[src/rtl/display_scroll_ctrl.sv]
// Scroll sequencer for the four-digit LED driver: message buffer, start/stop/pause FSM and
// rate divider that slide a four-character window across the message with wrap-around.
module display_scroll_ctrl #(
    parameter int unsigned MSG_LEN    = 16,
    parameter int unsigned SCROLL_DIV = 20_000_000
) (
    input  logic       clk,
    input  logic       reset,
    input  logic       wr_en,
    input  logic [3:0] wr_addr,
    input  logic [3:0] wr_data,
    output logic       wr_ready,
    input  logic       start,
    input  logic       stop,
    input  logic       pause,
    output logic [3:0] char3,
    output logic [3:0] char2,
    output logic [3:0] char1,
    output logic [3:0] char0,
    output logic       upd,
    output logic       wrap,
    output logic       busy
);

    localparam int unsigned PtrW = $clog2(MSG_LEN);
    localparam int unsigned DivW = $clog2(SCROLL_DIV);

    typedef enum logic [1:0] {
        StIdle,
        StRun,
        StHold
    } state_e;

    state_e          state_q;
    logic [3:0]      mem_q [MSG_LEN];
    logic [PtrW-1:0] ptr_q;
    logic [DivW-1:0] div_q;
    logic [3:0]      char3_q, char2_q, char1_q, char0_q;
    logic            upd_q, wrap_q;

    logic [PtrW-1:0] ptr_inc;
    logic            tick;
    logic            wr_accept;

    assign ptr_inc   = ptr_q + PtrW'(1);
    assign tick      = (div_q == DivW'(SCROLL_DIV - 1));
    assign wr_accept = wr_en && (state_q == StIdle);

    // Message buffer; reads for window loads see the pre-write contents on a shared edge.
    always_ff @(posedge clk or posedge reset) begin
        if (reset) begin
            for (int unsigned i = 0; i < MSG_LEN; i++) begin
                mem_q[i] <= 4'h0;
            end
        end else if (wr_accept) begin
            mem_q[PtrW'(wr_addr)] <= wr_data;
        end
    end

    always_ff @(posedge clk or posedge reset) begin
        if (reset) begin
            state_q <= StIdle;
            ptr_q   <= '0;
            div_q   <= '0;
            char3_q <= 4'h0;
            char2_q <= 4'h0;
            char1_q <= 4'h0;
            char0_q <= 4'h0;
            upd_q   <= 1'b0;
            wrap_q  <= 1'b0;
        end else begin
            upd_q  <= 1'b0;
            wrap_q <= 1'b0;
            unique case (state_q)
                StIdle: begin
                    if (start && !stop) begin
                        state_q <= StRun;
                        ptr_q   <= '0;
                        div_q   <= '0;
                        char3_q <= mem_q[0];
                        char2_q <= mem_q[1];
                        char1_q <= mem_q[2];
                        char0_q <= mem_q[3];
                        upd_q   <= 1'b1;
                    end
                end
                StRun, StHold: begin
                    if (stop) begin
                        state_q <= StIdle;
                        ptr_q   <= '0;
                        div_q   <= '0;
                    end else if (pause) begin
                        state_q <= StHold;
                    end else begin
                        // Leaving HOLD counts on the same edge so each HOLD cycle costs one.
                        state_q <= StRun;
                        if (tick) begin
                            div_q   <= '0;
                            ptr_q   <= ptr_inc;
                            char3_q <= mem_q[ptr_inc];
                            char2_q <= mem_q[ptr_inc + PtrW'(1)];
                            char1_q <= mem_q[ptr_inc + PtrW'(2)];
                            char0_q <= mem_q[ptr_inc + PtrW'(3)];
                            upd_q   <= 1'b1;
                            wrap_q  <= (ptr_q == PtrW'(MSG_LEN - 1));
                        end else begin
                            div_q <= div_q + DivW'(1);
                        end
                    end
                end
                default: begin
                    state_q <= StIdle;
                end
            endcase
        end
    end

    assign char3    = char3_q;
    assign char2    = char2_q;
    assign char1    = char1_q;
    assign char0    = char0_q;
    assign upd      = upd_q;
    assign wrap     = wrap_q;
    assign busy     = (state_q != StIdle);
    assign wr_ready = (state_q == StIdle);

endmodule

[config.mk]
export PLATFORM = sky130hd
export DESIGN_NAME = display_scroll_ctrl
export DESIGN_NICKNAME = d
export VERILOG_FILES = /design/src/rtl/display_scroll_ctrl.sv
export SDC_FILE = /design/constraint.sdc
export NUM_CORES = 1
export LEC_CHECK = 0
export BUFFER_PORTS_ARGS = -buffer_cell sky130_fd_sc_hd__buf_2
export CAP_MARGIN = 20
export CORE_ASPECT_RATIO = 1.75
export CORE_MARGIN = 4
export CORE_UTILIZATION = 38
export CTS_CLUSTER_SIZE = 16
export DETAILED_ROUTE_END_ITERATION = 10
export HOLD_SLACK_MARGIN = 0.15
export PLACE_DENSITY = 0.65
export REMOVE_ABC_BUFFERS = 1
export SYNTH_ARGS = -nofsm -noshare
export SYNTH_HDL_FRONTEND = slang
export SYNTH_SLANG_ARGS = --single-unit
[constraint.sdc]
create_clock -name clk -period 5.5 [get_ports clk]
set_input_delay 0.825 -clock clk [delete_from_list [all_inputs] [get_ports clk]]
set_output_delay 0.825 -clock clk [all_outputs]
set_load 0.01 [all_outputs]
Yosys cells after proc, flatten, opt, wreduce, memory -nomap -nowiden
Index checks and enable logic that the tools add are counted.
Cells by class
  $mul: 0
  reduce and logical (&&, ||, !) cells: 11
  shifts and indexed selects: 0
  bitwise gates (word level): 5
  mux-type cells: 58
  div/mod/pow operators: 0
  order comparisons: 6
  equality and inequality tests: 10
  add/subtract/negate cells: 5
Operators with widths (number)
  $mux W4: 29
  $mux W25: 4
  $bmux W4 S4: 4
  $bwmux W64: 1
  $pmux W25 S2: 1
  $pmux W4 S2: 5
  $add A25 B1 Y25 const B: 1
  $eq A25 B25 Y1 const B: 1
  $ge A5 B5 Y1 const B: 5
  $not A4 Y5: 5
  $demux W4 S4: 1
  $add A4 B1 Y4 const B: 2
  $add A4 B2 Y4 const B: 2
  $mux W1: 8
  $mux W2: 3
  $ne A2 B2 Y1 const B: 3
  $ne A3 B3 Y1 const B: 2
  $lt A5 B1 Y1 const B: 1
  $reduce_and A5 Y1: 1
  $eq A4 B4 Y1 const B: 1
  $pmux W2 S2: 1
  $reduce_and A4 Y1: 1
  $reduce_bool A2 Y1: 2
  $logic_and A1 B1 Y1: 3
  8 further kinds: 8
Word-level totals
  latch bits: 0
  memories kept: 0
  word-level logic and storage cells: 120
  bits in read-only memories: 0
  input bits: 14
  memory bits (writable): 0
  bits in registers: 113
  output and inout port bits: 20

Longest topological paths before layout
Gate-level depths: netlist of run 1.
  depth in word-level cells: 10
  depth in mapped cells: 12
  gate-level depth less buffers: 8

Worst setup path after synthesis of run 1
OpenSTA, ideal clock, no wires.
  kind: register -> register
  start: register ptr_q[1]
  end: register char1_q[0] (netlist: char1[0])
  data required time: 5374 ps
  path slack: 2300 ps
  data arrival time: 3074 ps
  cell stages (with the launch flop): 10
  path through: dfrtp_1 > ha_1 > xor2_1 > clkbuf_1 > ha_1 > buf_1 > clkbuf_1 > mux4_2 > mux4_2 > a221o_1
On the way
  word-level cells in the longest chain between the ends: 10
Ends and longest elaborated chain
  start: declaration: RTL line 36  | logic [PtrW-1:0] ptr_q;
  start signal: assignment: RTL line 99  | ptr_q <= ptr_inc;
  $add A4 B1 Y4: RTL line 45  | assign ptr_inc = ptr_q + PtrW'(1);
  $add A4 B2 Y4: RTL line 102  | char1_q <= mem_q[ptr_inc + PtrW'(2)];
  $not A4 Y5 (implied by the code): RTL line 102
  $bmux W4 S4: RTL line 102
  $mux W4 (implied by the code) (2 in series): RTL line 102
  $mux W4: RTL line 97  | if (tick) begin
  $mux W4: RTL line 92  | end else if (pause) begin
  $mux W4: RTL line 88  | if (stop) begin
  $pmux W4 S2: RTL line 74  | unique case (state_q)
  end signal: assignment: RTL line 82  | char1_q <= mem_q[2];
  end signal: assignment: RTL line 102
  end: declaration: RTL line 38  | logic [3:0] char3_q, char2_q, char1_q, char0_q;
Every way passes these cells. The select of a mux whose other input is x is not followed.
A chain may end at the register's enable or synchronous reset.

Worst setup path after layout of run 1
  start: register ptr_q[0]
  end: register char2_q[2] (netlist: char2[2])
On the way
  word-level cells in the longest chain between the ends: 10
Ends and longest elaborated chain
  $add A4 B1 Y4: RTL line 45
  $add A4 B1 Y4: RTL line 101  | char2_q <= mem_q[ptr_inc + PtrW'(1)];
  $not A4 Y5 (implied by the code): RTL line 101
  $bmux W4 S4: RTL line 101
  $mux W4 (implied by the code) (2 in series): RTL line 101
  $mux W4: RTL line 97
  $mux W4: RTL line 92
  $mux W4: RTL line 88
  $pmux W4 S2: RTL line 74
  end signal: assignment: RTL line 81  | char2_q <= mem_q[1];
  end signal: assignment: RTL line 101
  end: declaration: RTL line 38
Every way passes these cells. The select of a mux whose other input is x is not followed.

==> reports/qor.yml, run 1 <==
status:
  status: "complete, no violations"
clock_network:
  clock_path_buffers: 2
  clk_pin_slew_worst_paths_ps: 60
  clk_latency_ps: 430
  cts_made_buffers: 17
  post_cts_buffers: 0
  clock-sinks: 113
  ctsResizeCount: 0
  root_buffer: "clkbuf_16"
  htreeDepth: 4
  cts_hold_buf: 0
  cts_tree: "yes"
setup_path:
  rr_endpoint: "char2[2]$_DFFE_PP0P_"
  critPathMaxStageDelay_ps: 810
  end_kind: "flop"
  path_cells: "ha_2 > ha_1 > a21oi_1 > xor2_1 > mux4_2 > a221o_1"
  worst-endpoint-arrival_ps: 3780
  startpoint_type: "flop"
  required_ps: 5800
  critical-path-top-delay-family: "adder cells"
  r2r_slack_ps: 2020
  crit_type: "flop to flop"
  worstPathMaxFanout: 29
  reg2reg_from: "ptr_q[0]$_DFFE_PP0P_"
  r2r_cells: 6
  critical_path_buf_inv_count: 0
  critical_path.slowest_cell: "ha_2"
floorplan:
  start_util_pct: 38.7
  die_h_um: 190
  die_area_mm2: 0.0214
  die_w_um: 112
  pin_count: 34
  coreArea_mm2: 0.0187
  fp-row-count: 66
routing:
  drt_iter0_drc: 380
  wl_um: 19300
  firstDrtPassIters: 5
  wl_per_cell_um: 22.9
  drc: 0
  viasPerCell: 6.35
  vias: 5343
  drtAntennaViolNets: 0
finish:
  drive_gt1_share_pct: 36.0
  finish.net_count: 611
  insertedDiodeCount: 0
  fin_util_pct: 44.5
  syn_to_final_growth_pct: 14.9
sta:
  fin_crit_ps: 3480
  period_share_pct: 63.3
  tightest_slew_ps: 797
  hold_viol: 0
  rsz0062_at_grt: "false"
  slew_headroom_pct: 46.7
  fmax_mhz: 287
  skew_ps: 9.95
  fin_hold_ws_ps: 308
  slew_violations: 0
  finalSetupViolCount: 0
global_route:
  grt_pass1_wl_um: 31300
  grt_pass1_vias: 5535
  antenna_found_initial: 0
  globalRouteOverflowTotal: 0
  grtUsageTotal_pct: 19.0
  grt_max_degree: 77
logic_synthesis:
  synth_area_mm2: 0.00723
  ys_warn_count: 0
  synth_area_leaders: "dfrtp_1, mux4_2, mux2_2"
  async_flop_share_pct: 100
  synth_top_area_cell: "dfrtp_1"
  seq_area_frac_synth_pct: 39.1
  synth_edf_count: 0
  avgSynthCellArea_um2: 12.7
  synthesis.instances: 570
  synth_flop_cell: "dfrtp_1"
  netlist.area_leader.share_pct: 39.1
  synth_seq_cells: 113
  synth_cell_type_count: 49
place:
  place_congestion: 0.881
  port_buffers: 33
  dpl.hpwl_um: 14000
flow_run:
  maxCapViolCount: 0
min_path:
  min-delay-path-class: "primary input to async pin"
pwr:
  ir_drop_v: 0.000320
  leakage_uw: 0.00322
  power_density_mw_per_mm2: 607
[cells by family after synthesis]
kind of cell               count (synthesis)  synth area share, %
xor gates and xnor gates                   7                 1.04
adders and majority gates                  7                 1.21
and+or+nand+nor                          139                 11.8
DFF                                      113                 39.1
muxes                                    147                 33.8
buffers and inverters                     59                 3.60
AOI/OAI and AO/OA                         98                 9.44
[cell usage after synthesis (12+ instances only)]
cell	count
o21ai_0	16
inv_1	17
a21oi_1	27
nand2_1	23
nor4b_1	18
a221o_1	16
nor2_1	21
buf_2	16
nand2b_1	12
mux4_2	71
dfrtp_1	113
mux2_2	66
clkbuf_1	21
or3_1	12
[report_power, final]
group,switching (uW),internal [uW]
combinational,952,1280
sequential,375,1130
clock,389,909
[registers in the layout, indices dropped and copies added (netlist names)]
register,flops
char2,4
wrap,1
char1,4
ptr_q,4
upd,1
mem_q,64
char3,4
div_q,25
state_q,2
char0,4
[cell usage in the layout (no fill, tap or decap), types with 2 or more instances in the layout]
cell,n
nand4_1,9
mux4_2,71
o41ai_1,3
a211o_1,5
nor4_1,4
a21oi_1,27
mux2_2,66
xor2_1,2
nor2b_1,8
nand4b_1,2
buf_2,33
a221o_1,16
nor2_1,21
o31ai_1,10
nand3_1,8
xnor2_1,4
and4_1,4
or4_1,9
clkbuf_8,5
clkbuf_16,17
buf_4,7
mux2i_1,10
dfrtp_1,112
o21ai_0,16
a211oi_1,6
or3_1,12
o211ai_1,8
nor4b_1,18
inv_1,16
nand2b_1,12
ha_1,6
clkinv_2,2
bufinv_16,6
nand2_1,23
and2_1,2
[area by class of cell]
| type | instances | area [um2] |
|---|---|---|
| inverters | 17 | 66.3 |
| multi-input cells | 398 | 4140 |
| clock buffers | 23 | 498 |
| flip-flops and latches | 113 | 2830 |
| fillers | 1723 | 10400 |
| repair buffers | 43 | 270 |
| well taps | 238 | 298 |
| clock inverters | 9 | 199 |
[stage by stage]
step           cell area [um2]  std cells  total power (uW)  TNS, ps  setup WS (ps)
2_1_floorplan             7030        528              3180    -4630           -445
3_3_place_gp              7550        805              3630        0           2140
3_5_place_dp              7550        805              3710        0           2030
4_1_cts                   8240        837              5040        0           2010
5_1_grt                   8300        841              5310        0           1790
6_report                  8300        841              5040        0           2020
[layer usage]
layer  vias up  track usage, %  part of all wire (%)
met3        69            2.99                   3.8
met1      2761            19.8                    34
met2       193            33.7                    55
met4         0            14.3                   7.0
met5         -               0                     0
li1       2320               -                     -
[how the worst max path moves through the flow]
stage	start	end	slack, ps	cells past startpoint
final	ptr_q[0]$_DFFE_PP0P_	char2[2]$_DFFE_PP0P_	2020	6
after global routing	ptr_q[0]$_DFFE_PP0P_	char2[2]$_DFFE_PP0P_	1790	6
after CTS	ptr_q[0]$_DFFE_PP0P_	char2[2]$_DFFE_PP0P_	2010	6
after detailed placement	ptr_q[0]$_DFFE_PP0P_	char2[2]$_DFFE_PP0P_	2030	6
after global placement	ptr_q[0]$_DFFE_PP0P_	char2[2]$_DFFE_PP0P_	2140	6
after floorplan	ptr_q[0]$_DFFE_PP0P_	char2[0]$_DFFE_PP0P_	-440	6
No activity file was read; power rests on OpenSTA's default activity.
==> run 2: changes to the inputs <==
- PLACE_DENSITY: 0.65 -> 0.67
- clock period: 5.5 -> 3 ns (I/O delays scaled with it)
==> reports/qor.yml, run 2 (synthesis results as in run 1) <==
finish:
  finish.net_count: 624
  fin_area_mm2: 0.00830
  most-common-layout-cells: "dfrtp_1, mux4_2, mux2_2"
  final_common_cell: "dfrtp_1"
  largest_registers: "mem_q: 64 flops, div_q: 25 flops"
  syn_to_final_growth_pct: 14.9
  insertedDiodeCount: 0
  max_flop_register: "mem_q"
  largest_reg_flops: 64
  drive_gt1_share_pct: 37.3
routing:
  firstDrtPassIters: 5
  routed-wl-met3_um: 666
  vias: 5383
  wl_met1_um: 6610
  drc: 0
  wl_per_cell_um: 22.6
  highest_layer: "met4"
  drtAntennaViolNets: 0
  viasPerCell: 6.30
  wl_um: 19300
  route.met2.wl_um: 10700
  drt_iter0_drc: 481
sta:
  finalSetupViolCount: 0
  period_share_pct: 94.7
  slew_headroom_pct: 51.1
  fin_hold_ws_ps: 120
  skew_ps: 8.60
  fin_crit_ps: 2840
  hold_viol: 0
  fmax_mhz: 352
  tightest_slew_ps: 730
  slew_violations: 0
  fin_ws_ps: 158
  rsz0062_at_grt: "false"
floorplan:
  start_util_pct: 38.7
  die_area_mm2: 0.0214
  die_h_um: 190
  coreArea_mm2: 0.0187
  fp-row-count: 66
  die_w_um: 112
  pin_count: 34
global_route:
  grt_pass1_vias: 5619
  antenna_found_initial: 0
  grtUsageTotal_pct: 18.7
  grt_max_degree: 71
  globalRouteOverflowTotal: 0
  grt_pass1_wl_um: 30900
setup_path:
  reg2reg_from: "ptr_q[0]$_DFFE_PP0P_"
  critPathMaxStageDelay_ps: 680
  required_ps: 3300
  startpoint_type: "flop"
  critPathMostFrequentCell: "mux4_2"
  crit_type: "flop to flop"
  r2r_cells: 6
  rr_endpoint: "char1[1]$_DFFE_PP0P_"
  path_cells: "ha_2 > xor2_1 > ha_1 > mux4_2 > mux4_2 > a221o_1"
  worst-endpoint-arrival_ps: 3140
  r2r_slack_ps: 160
  critical_path.slowest_cell: "ha_1"
  end_kind: "flop"
  worstPathMaxFanout: 13
clock_network:
  cts_made_buffers: 17
  clk_pin_slew_worst_paths_ps: 50
  clk_latency_ps: 420
  clock-sinks: 113
  root_buffer: "clkbuf_16"
  cts_hold_buf: 0
  post_cts_buffers: 0
  ctsResizeCount: 0
  htreeDepth: 4
  clock_path_buffers: 2
  cts_tree: "yes"
place:
  placed_cell_area_mm2: 0.00769
  port_buffers: 33
  pre_cts_ws_ps: 191
  place_congestion: 0.828
  dpl.hpwl_um: 14600
status:
  status: "complete, no violations"
pwr:
  ir_drop_v: 0.000488
  leakage_uw: 0.00324
  power_density_mw_per_mm2: 1080
min_path:
  min-delay-path-class: "primary input to async pin"
flow_run:
  maxCapViolCount: 0
-- run 2: changes by cell type in the layout (fill, tap and decap cells not counted), sizes merged --
cell / delta
clkinvlp: +1
buf: +14
bufinv: -3
clkinv: +3
clkbuf: -2
-- run 2: power breakdown --
| part | switching [uW] | internal [uW] | total [uW] |
|---|---|---|---|
| combinational | 1740 | 2390 | 4130 |
| clock | 703 | 1390 | 2090 |
| sequential | 665 | 2070 | 2740 |
| total | 3110 | 5840 | 8950 |
-- run 2: worst max path at each step --
| stage | from | endpoint | slack, ps | depth (start not counted) |
|---|---|---|---|---|
| floorplan | ptr_q[0]$_DFFE_PP0P_ | char2[0]$_DFFE_PP0P_ | -2940 | 6 |
| global placement | ptr_q[0]$_DFFE_PP0P_ | char1[1]$_DFFE_PP0P_ | 280 | 6 |
| detailed placement | ptr_q[0]$_DFFE_PP0P_ | char1[1]$_DFFE_PP0P_ | 190 | 6 |
| CTS | ptr_q[0]$_DFFE_PP0P_ | char1[1]$_DFFE_PP0P_ | 180 | 6 |
| global route | ptr_q[0]$_DFFE_PP0P_ | char1[2]$_DFFE_PP0P_ | 110 | 6 |
| finish | ptr_q[0]$_DFFE_PP0P_ | char1[1]$_DFFE_PP0P_ | 160 | 6 |
-- run 2: metrics by stage --
stage / utilization, % / setup TNS (ps) / cells / power [uW]
finish: 44.5 / 0 / 854 / 8950
floorplan: - / -96350 / 528 / 5830
CTS: 44.5 / 0 / 854 / 8990
global placement: 41.2 / 0 / 822 / 6670
global route: 44.5 / 0 / 854 / 9440
detailed placement: 41.2 / 0 / 822 / 6870
-- run 2: layout make-up --
| type | instances | area (um2) |
|---|---|---|
| inverter | 17 | 66.3 |
| timing repair buffer | 56 | 350 |
| fill | 1716 | 10400 |
| clock inverter | 10 | 131 |
| clock buffer | 22 | 484 |
| tap | 238 | 298 |
| multi-input combinational | 398 | 4140 |
| sequential | 113 | 2830 |
-- run 2: critical path: cells and delay by family, from the launching register on --
family,cells,cell delay [ps]
flip-flops,1,490
AO/OA/AOI/OAI,1,310
multiplexers,2,880
XOR/XNOR,1,160
adder cells (fa/ha/maj),2,880
-- run 2: routing by layer --
layer	up-vias	track usage, %
li1	2353	-
met1	2764	19.2
met2	203	33.7
met3	63	3.56
met4	0	13.1
met5	-	0
==> run 3: changes to the inputs <==
- CORE_UTILIZATION: 38 -> 56
- PLACE_DENSITY: 0.67 -> 0.88
- SLEW_MARGIN: not set -> 20
==> reports/qor.yml, run 3 (synthesis results as in run 1) <==
pwr:
  ir_drop_v: 0.000581
  pwr-share-seq_pct: 31.3
  power.share.switching_pct: 35.9
  power_density_mw_per_mm2: 1080
  leakage_uw: 0.00319
  pwr-share-comb_pct: 46.2
  switchingPower_uw: 3180
  finalPower_uw: 8860
  clkPwrFrac_pct: 22.5
  intPower_uw: 5680
finish:
  fin_util_pct: 65.0
  insertedDiodeCount: 0
  largest_registers: "mem_q: 64 flops, div_q: 25 flops"
  finish.net_count: 622
  nFillCells: 896
  fin_area_mm2: 0.00817
  final_common_cell: "dfrtp_1"
  most-common-layout-cells: "dfrtp_1, mux4_2, mux2_2"
  drive_gt1_share_pct: 37.3
  syn_to_final_growth_pct: 13.0
  largest_reg_flops: 64
  max_flop_register: "mem_q"
min_path:
  holdCritStartpoint: "pause"
  min-delay-path-class: "primary input to flop"
sta:
  finalSetupViolCount: 0
  rsz0062_at_grt: "false"
  tightest_slew_ps: 1140
  skew_ps: 11.9
  slew_violations: 0
  fmax_mhz: 348
  hold_viol: 0
  fin_crit_ps: 2870
  period_share_pct: 95.8
  fin_hold_ws_ps: 342
  slew_headroom_pct: 23.4
routing:
  drc: 0
  wl_um: 18700
  firstDrtPassIters: 6
  drt_iter0_drc: 535
  viasPerCell: 7.09
  vias: 5543
  wl_per_cell_um: 23.9
  drtAntennaViolNets: 0
place:
  placed_cell_area_mm2: 0.00758
  dpl.hpwl_um: 13300
  place_congestion: 0.906
  port_buffers: 33
clock_network:
  clock_path_buffers: 2
  htreeDepth: 4
  clock-sinks: 113
  root_buffer: "clkbuf_16"
  clk_pin_slew_worst_paths_ps: 60
  cts_tree: "yes"
  clk_latency_ps: 410
  cts_made_buffers: 17
setup_path:
  r2r_slack_ps: 130
  cp.depth: 6
  reg2reg_from: "ptr_q[0]$_DFFE_PP0P_"
  crit_path_end: "char1[1]$_DFFE_PP0P_"
  critPathMaxStageDelay_ps: 650
  critical_path_buf_inv_count: 0
  worst-endpoint-arrival_ps: 3160
  r2r_cells: 6
  startpoint_type: "flop"
  crit_type: "flop to flop"
  critical_path.slowest_cell: "ha_1"
  rr_endpoint: "char1[1]$_DFFE_PP0P_"
  path_cells: "ha_2 > xor2_1 > ha_1 > mux4_2 > mux4_2 > a221o_1"
  startpoint: "ptr_q[0]$_DFFE_PP0P_"
  end_kind: "flop"
  critPathMostFrequentCell: "mux4_2"
  worstPathMaxFanout: 13
  critical-path-top-delay-family: "multiplexers"
  required_ps: 3290
global_route:
  grt_max_degree: 46
  globalRouteOverflowTotal: 0
  grt_pass1_vias: 5640
  antenna_found_initial: 0
  grt_use_met3_pct: 4.30
  gr-usage-met2_pct: 44.8
  top_usage_layer: "met2"
  met1_usage_pct: 31.6
  grt_pass1_wl_um: 30500
  grtUsageTotal_pct: 26.9
floorplan:
  fp-row-count: 54
  coreArea_mm2: 0.0126
  pin_count: 34
  die_area_mm2: 0.0149
  start_util_pct: 57.5
  die_h_um: 158
  die_w_um: 93.9
status:
  status: "complete, no violations"
flow_run:
  maxCapViolCount: 0
## run 3: cell type report
type | count | area, um2 | area share (%)
clock buffer | 18 | 439 | 5.38
clock inverter | 14 | 139 | 1.70
inverter | 17 | 66.3 | 0.812
multi-input combinational | 398 | 4140 | 50.7
sequential | 113 | 2830 | 34.7
tap | 168 | 210 | 2.57
timing repair buffer | 54 | 338 | 4.14
## run 3: worst register-to-register path: cells and delay by family (launching register included)
kind | cells | cell delay, ps
fa+ha+maj | 2 | 880
compound gates | 1 | 300
mux | 2 | 890
xor+xnor | 1 | 170
flops | 1 | 520
## run 3: metal layers
layer / vias to the layer above / wire length (um)
li1: 2337 / -
met1: 2805 / 6500
met2: 299 / 9870
met3: 102 / 942
met4: 0 / 1360
met5: - / 0
## run 3: how the worst min path moves through the flow
stage	endpoint	slack, ps	cells after the start
after CTS	state_q[0]$_DFFE_PP0P_	330	2
after detailed placement	char3[3]$_DFFE_PP0P_	500	1
after global placement	char2[3]$_DFFE_PP0P_	500	1
after floorplan	div_q[1]$_DFFE_PP0P_	480	1
after global routing	state_q[0]$_DFFE_PP0P_	350	2
final	state_q[0]$_DFFE_PP0P_	340	2
## run 3: per-stage QoR
| step | TNS, ps | setup WS [ps] | std cells |
|---|---|---|---|
| after detailed placement | 0 | 160 | 749 |
| after floorplan | -96350 | -2940 | 528 |
| after global routing | 0 | 46.4 | 782 |
| after CTS | 0 | 143 | 782 |
| after global placement | 0 | 275 | 749 |
| final | 0 | 126 | 782 |
## run 3: power groups by stage
stage	logic, uW	registers (uW)	clock network, uW
4_1_cts	4080	2730	2000
3_5_place_dp	4060	2740	0
3_3_place_gp	3900	2650	0
5_1_grt	4380	2850	2080
2_1_floorplan	3170	2660	0
6_report	4090	2770	1990
## run 3: what timing repair did
action,in CTS,in global routing
gates resized for setup,0,1
hold endpoints to repair,43,0
setup endpoints to repair,0,2
setup buffers,0,0
hold buffers,1,0
